**config.mk**
```make
export PLATFORM = sky130hd
export DESIGN_NAME = log_capture_ctrl
export DESIGN_NICKNAME = d
export VERILOG_FILES = /design/src/rtl/log_capture_ctrl.sv
export SDC_FILE = /design/constraint.sdc
export NUM_CORES = 1
export LEC_CHECK = 0
export ABC_AREA = 1
export ABC_CLOCK_PERIOD_IN_PS = 2300
export CAP_MARGIN = 0
export CORE_UTILIZATION = 45
export CTS_CLUSTER_SIZE = 8
export DETAILED_ROUTE_END_ITERATION = 7
export PLACE_DENSITY = 0.81
export SLEW_MARGIN = 20
export SYNTH_ARGS = -nofsm -noshare
export SYNTH_HDL_FRONTEND = slang
export SYNTH_SLANG_ARGS = --single-unit
```
**constraint.sdc**
```tcl
create_clock -name clock -period 2.3 [get_ports clock]
set_clock_uncertainty 0.05 [all_clocks]
set_input_delay 0.69 -clock clock [delete_from_list [all_inputs] [get_ports clock]]
set_output_delay 0.69 -clock clock [all_outputs]
set_load 0.1 [all_outputs]
```
**src/rtl/log_capture_ctrl.sv**
```systemverilog
`default_nettype none
// ============================================================================
// Module   : log_capture_ctrl
// Purpose  : Sequences the single-port log BRAM behind the DSP chain.
//            Arbitrates the RAM between decimated, optionally triggered
//            sample capture and micro read-back through the register file.
// Revision : 1.0 - initial release
// ============================================================================
module log_capture_ctrl #(
   parameter int NB_DATA  = 32,
   parameter int NB_ADDR  = 15,
   parameter int NB_DECIM = 4
) (
   input  logic                clock,
   input  logic                in_reset,
   input  logic                i_run,
   input  logic                i_trig_en,
   input  logic                i_trigger,
   input  logic                i_valid,
   input  logic [NB_DECIM-1:0] i_decim,
   input  logic [NB_DATA-1:0]  i_data,
   input  logic [NB_ADDR-1:0]  i_read_addr,
   output logic                o_ram_we,
   output logic [NB_ADDR-1:0]  o_ram_addr,
   output logic [NB_DATA-1:0]  o_ram_wdata,
   input  logic [NB_DATA-1:0]  i_ram_rdata,
   output logic [NB_DATA-1:0]  o_read_data,
   output logic                o_full,
   output logic                o_busy
);

   typedef enum logic [1:0] {
      ST_IDLE    = 2'd0,
      ST_ARMED   = 2'd1,
      ST_CAPTURE = 2'd2,
      ST_FULL    = 2'd3
   } state_t;

   localparam logic [NB_ADDR-1:0]  LAST_ADDR = '1;
   localparam logic [NB_ADDR-1:0]  PTR_ONE   = 1;
   localparam logic [NB_DECIM-1:0] DCNT_ONE  = 1;

   state_t               state, state_nx;
   logic                 run_d;
   logic [NB_ADDR-1:0]   ptr, ptr_nx;
   logic [NB_DECIM-1:0]  dcnt, dcnt_nx;
   logic                 we_nx;
   logic [NB_ADDR-1:0]   addr_nx;
   logic [NB_DATA-1:0]   wdata_nx;
   logic                 full_nx;
   logic                 busy_nx;
   logic                 do_write;
   logic                 rd_ok;
   logic                 rd_ok_d;

   // The RAM is free for read-back only in IDLE/FULL; the output register
   // updates only after a full cycle there so the RAM has seen the read address.
   assign rd_ok = (state == ST_IDLE) || (state == ST_FULL);

   // Next-state and next-output decode; a low i_run overrides everything.
   always_comb begin
      state_nx = state;
      ptr_nx   = ptr;
      dcnt_nx  = dcnt;
      we_nx    = 1'b0;
      addr_nx  = o_ram_addr;
      wdata_nx = o_ram_wdata;
      full_nx  = o_full;
      do_write = 1'b0;
      if (!i_run) begin
         state_nx = ST_IDLE;
         full_nx  = 1'b0;
         addr_nx  = i_read_addr;
      end else begin
         case (state)
            ST_IDLE: begin
               addr_nx = i_read_addr;
               if (!run_d) begin
                  ptr_nx   = '0;
                  dcnt_nx  = '0;
                  state_nx = ST_ARMED;
               end
            end
            ST_ARMED: begin
               if (!i_trig_en) begin
                  state_nx = ST_CAPTURE;
               end else if (i_trigger && i_valid) begin
                  // The trigger sample itself is the first one logged.
                  do_write = 1'b1;
                  state_nx = ST_CAPTURE;
               end
            end
            ST_CAPTURE: begin
               if (i_valid) begin
                  if (dcnt == '0) begin
                     do_write = 1'b1;
                  end else begin
                     dcnt_nx = dcnt - DCNT_ONE;
                  end
               end
            end
            default: begin
               addr_nx = i_read_addr;
            end
         endcase
      end
      if (do_write) begin
         we_nx    = 1'b1;
         addr_nx  = ptr;
         wdata_nx = i_data;
         dcnt_nx  = i_decim;
         if (ptr == LAST_ADDR) begin
            // Last word: stop here instead of wrapping the pointer.
            state_nx = ST_FULL;
            full_nx  = 1'b1;
         end else begin
            ptr_nx = ptr + PTR_ONE;
         end
      end
      busy_nx = (state_nx == ST_ARMED) || (state_nx == ST_CAPTURE);
   end

   // State, pointers and all registered outputs.
   always_ff @(posedge clock or negedge in_reset) begin
      if (!in_reset) begin
         state       <= ST_IDLE;
         run_d       <= 1'b0;
         ptr         <= '0;
         dcnt        <= '0;
         rd_ok_d     <= 1'b0;
         o_ram_we    <= 1'b0;
         o_ram_addr  <= '0;
         o_ram_wdata <= '0;
         o_read_data <= '0;
         o_full      <= 1'b0;
         o_busy      <= 1'b0;
      end else begin
         state       <= state_nx;
         run_d       <= i_run;
         ptr         <= ptr_nx;
         dcnt        <= dcnt_nx;
         rd_ok_d     <= rd_ok;
         o_ram_we    <= we_nx;
         o_ram_addr  <= addr_nx;
         o_ram_wdata <= wdata_nx;
         o_full      <= full_nx;
         o_busy      <= busy_nx;
         if (rd_ok && rd_ok_d) begin
            o_read_data <= i_ram_rdata;
         end
      end
   end

endmodule
`default_nettype wire

```
Yosys cells after proc, flatten, opt, wreduce, memory -nomap -nowiden
Cells that the tools add are included.

cells by class
  add/sub/neg operators = 2
  eq/ne operators = 10
  multiplexer cells = 31
  reductions and logical operators = 10

operators with widths
  operator               count
  $mux 15                8
  $mux 4                 5
  $add 15x1->15 const B  1
  $eq 15x15->1 const B   1
  $mux 2                 6
  $mux 1                 9
  $ne 3x3->1 const B     3
  $pmux 4 s2             1
  $eq 2x2->1 const B     3
  $reduce_and 5->1       1
  $eq 2x1->1 const B     2
  $logic_not 4->1        1
  $pmux 2 s2             1
  $sub 4x1->4 const B    1
  $ne 3x2->1 const B     1
  $reduce_bool 3->1      1
  $logic_and 1x1->1      2
  $logic_not 2->1        1
  $logic_or 1x1->1       2
  $pmux 1 s2             1
  $reduce_bool 2->1      1
  $reduce_or 2->1        1

storage, ports and cells
  register bits after elaboration = 105
  bits of input ports = 89
  output and inout bits = 82
  word-level logic and storage cells = 64

Logic depth before layout (Yosys ltp)
  word-level depth = 9
  mapped depth = 13
  gate-level depth less buffers = 12

Worst setup path after synthesis
Ideal clock, no wire load.

  path kind = reg-to-output
  from = register o_ram_addr[10]
  to = output port o_ram_addr[10]
  arrival time = 0.898 ns
  required time = 1.560 ns
  slack = 0.662 ns
  stages on the path, launching flop included = 1
  buffers on the path = 0
  cell sequence = dfrtp_1

RTL lines
  element                   RTL line  text
  start: declaration        24        output logic [NB_ADDR-1:0] o_ram_addr,
  start signal: assignment  144       o_ram_addr <= addr_nx;

No word-level cell between the ends.

Worst setup path in the final report
  from = register state[0]
  to = register o_read_data[29]

on the way
  longest elaborated chain between the ends = 3

RTL lines
  element                                               RTL line  text
  start: declaration                                    43        state_t state, state_nx;
  start signal: assignment                              138       state <= state_nx;
  $eq 2x2->1 / $logic_not 2->1 (equally long branches)  58        assign rd_ok = (state == ST_IDLE) || (state == ST_FULL);
  $logic_or 1x1->1 (*)                                  58
  named net rd_ok                                       53        logic rd_ok;
  $logic_and 1x1->1 (*)                                 148       if (rd_ok && rd_ok_d) begin
  end signal: assignment                                149       o_read_data <= i_ram_rdata;
  end: declaration                                      27        output logic [NB_DATA-1:0] o_read_data,

The timed path passes the listed nets; every way through them passes the cells marked *.
A chain may end at the register's enable or synchronous reset.

==> results.json <==
{
  "grt_pass1_wl_mm": 19.0,
  "routed_wirelength_mm": 11.4,
  "wl_per_cell_um": 13.8,
  "cts_buffer_depth": 2,
  "yosysTopAreaCell": "dfrtp_1",
  "cellPowerDensity_mw_per_mm2": 1430,
  "tightestPinTransition_ps": 416,
  "grt_max_degree": 42,
  "maxSlewHeadroom": 0.722,
  "yosys-top-cells-area": "dfrtp_1, nand2_1, mux2_2, nor2_1, nand3_1",
  "vias": 3987,
  "cts_setup_buffers": 0,
  "min_period_ps": 2000,
  "yosysUniqueCellTypes": 36,
  "crit_arrival_ps": 2210,
  "seq_area_mm2": 0.00263,
  "multi_input_area_mm2": 0.00187,
  "fmax_mhz": 500,
  "ys_warn_count": 0,
  "drt-pass1-iter-count": 4,
  "clk_latency_ps": 370,
  "ys_seq_elements": 105,
  "initial_core_util": 0.461,
  "ctsHoldBuffers": 0,
  "antenna_found_initial": 0,
  "cp_slowest_stage_delay_ps": 410,
  "worstSetupStartpointType": "flip-flop",
  "min_period_over_period": 0.869,
  "clkTransAtPathRegs_ps": 100,
  "hold_path.class": "input port to asynchronous set/reset pin",
  "crit_type": "flip-flop to flip-flop",
  "rows": 37,
  "grt_overflow_total": 0,
  "num_antenna_cells": 0,
  "synth.top_cell.area_share": 0.557,
  "syn_area_per_cell_um2": 9.44,
  "yosysSeqAreaShare": 0.557,
  "postCtsResizedCells": 0,
  "ir_drop_mv": 1.00,
  "ant_nets": 0,
  "coreArea_mm2": 0.0102,
  "maxCapViolCount": 0,
  "rsz0062_at_grt": "no",
  "nets": 777,
  "dp_hpwl_mm": 8.68,
  "gp_congestion": 0.859,
  "drc_errors": 0,
  "final_max_slew_viol_count": 0,
  "crit_buf_inv": 3,
  "power.leakage_nw": 3.29,
  "cp_max_fo": 13,
  "tritoncts": "done",
  "placed_area_mm2": 0.00646,
  "numClockSinks": 105,
  "htreeDepth": 3,
  "drtIter0Drc": 219,
  "syn2layout_area_growth_pct": 41.1,
  "grt_usage": 0.218,
  "status": "finished clean",
  "fillerInstances": 837,
  "cp_slowest_cell": "dfrtp_1",
  "setup_viol": 0,
  "dieArea_mm2": 0.0109,
  "die_h_um": 104,
  "cp_cell_sequence": "inv_1 > ha_1 > inv_1 > nand2_1 > buf_4 > mux2_2",
  "grt_pass1_vias": 3980,
  "synth_cells": 500,
  "critPathMostFrequentCell": "inv_1",
  "stdcell_area_mm2": 0.00666,
  "syn-cell-area_mm2": 0.00472,
  "fp.dieW_um": 104,
  "finalHoldViolCount": 0,
  "root_buffer": "clkbuf_8",
  "critPathRequiredTime_ps": 2510,
  "fin_util": 0.651,
  "rrSetupSlack_ps": 300,
  "cts_made_buffers": 9,
  "io_buffers": 170,
  "ios": 171,
  "synth_nets": 594,
  "vias_per_cell": 4.85,
  "drive_gt1_frac": 0.254,
  "critPathCaptureType": "flip-flop",
  "crit_family": "buffers and inverters"
}
[where the power goes]
part / internal (mW) / total [mW] / switching (mW)
clock network: 0.603 / 1.21 / 0.605
registers: 2.36 / 2.67 / 0.304
logic: 1.21 / 5.64 / 4.43
total: 4.18 / 9.52 / 5.34
[cell type report]
cell class                      instances  area share
Clock buffer                            9      0.0186
Clock inverter                          5      0.0122
Inverter                               27      0.0160
Multi-Input combinational cell        352       0.281
Sequential cell                       105       0.394
Tap cell                              136      0.0255
Timing Repair Buffer                  188       0.252
[cells in the mapped netlist, drive strengths merged]
cell      n
or2       4
o22ai     9
o21bai    1
ha        5
nand2   197
xor2      2
dfrtp   105
o211ai    5
xnor2     1
inv      26
nand4     5
buf      16
o21ai    13
a21oi     3
nor2     42
clkinv    1
nor3      2
mux2     32
nand3    28
nand3b    2
nor3b     1
[final timing paths]
path                                startpoint              end  depth (start not counted)
worst max-delay path                  state[0]  o_read_data[29]                          6
worst min-delay path                  in_reset   o_ram_wdata[2]                          1
worst max register to register        state[0]  o_read_data[29]                          6
worst min register to register  o_ram_wdata[0]   o_ram_wdata[0]                          2
max in group asynchronous             in_reset  o_read_data[13]                          2
min in group clock              o_ram_wdata[0]   o_ram_wdata[0]                          2
[logic make-up (layout without fill, tap and decap cells)]
kind of cell    after synthesis  after routing  synth area share
simple gates                281            281             0.261
mux                          32             32            0.0764
compound gates               31             31            0.0408
fa+ha+maj                     5              5            0.0133
flops                       105            105             0.557
xor+xnor                      3              3           0.00557
buf+inv                      43            229            0.0464
[per-layer routing]
layer  part of all wire  vias up  track usage
met5                  0        -            0
met4              0.015        0       0.0918
met3              0.060       13       0.0376
met2               0.49      139        0.369
met1               0.44     1867        0.275
li1                   -     1968            -
[worst register-to-register path, stage by stage (launching register included)]
cell	delay (ps)
dfrtp_1	410
inv_1	110
ha_1	340
inv_1	80
nand2_1	280
buf_4	290
mux2_2	360
[cell usage in the layout (no fill, tap or decap), types with 9 or more instances in the layout]
| cell | netlist | layout |
|---|---|---|
| nand3_1 | 24 | 24 |
| o21ai_0 | 9 | 9 |
| clkdlybuf4s50_1 | 0 | 87 |
| mux2_2 | 32 | 32 |
| nor2_1 | 34 | 34 |
| buf_4 | 2 | 97 |
| o22ai_1 | 9 | 9 |
| dfrtp_1 | 105 | 105 |
| clkbuf_8 | 0 | 9 |
| nand2_1 | 190 | 190 |
| inv_1 | 23 | 23 |
[state kept, by name, summed over array words and instances, names as in the netlist]
register     cells
dcnt             4
o_busy           1
o_full           1
o_ram_addr      15
o_ram_wdata     32
o_ram_we         1
o_read_data     32
ptr             15
rd_ok_d          1
run_d            1
state            2
[stage by stage]
step / hold slack (ps) / worst slack [ps] / TNS [ps] / std cells / total power [mW]
global placement: 416 / 25.7 / 0 / 808 / 8.28
detailed placement: 417 / -60.6 / -647 / 808 / 8.37
finish: 186 / 302 / 0 / 822 / 9.52
global route: 203 / 150 / 0 / 822 / 9.86
floorplan: 344 / 662 / 0 / 500 / 7.04
CTS: 196 / 269 / 0 / 822 / 9.59
Power figures use the tool's default switching activity.
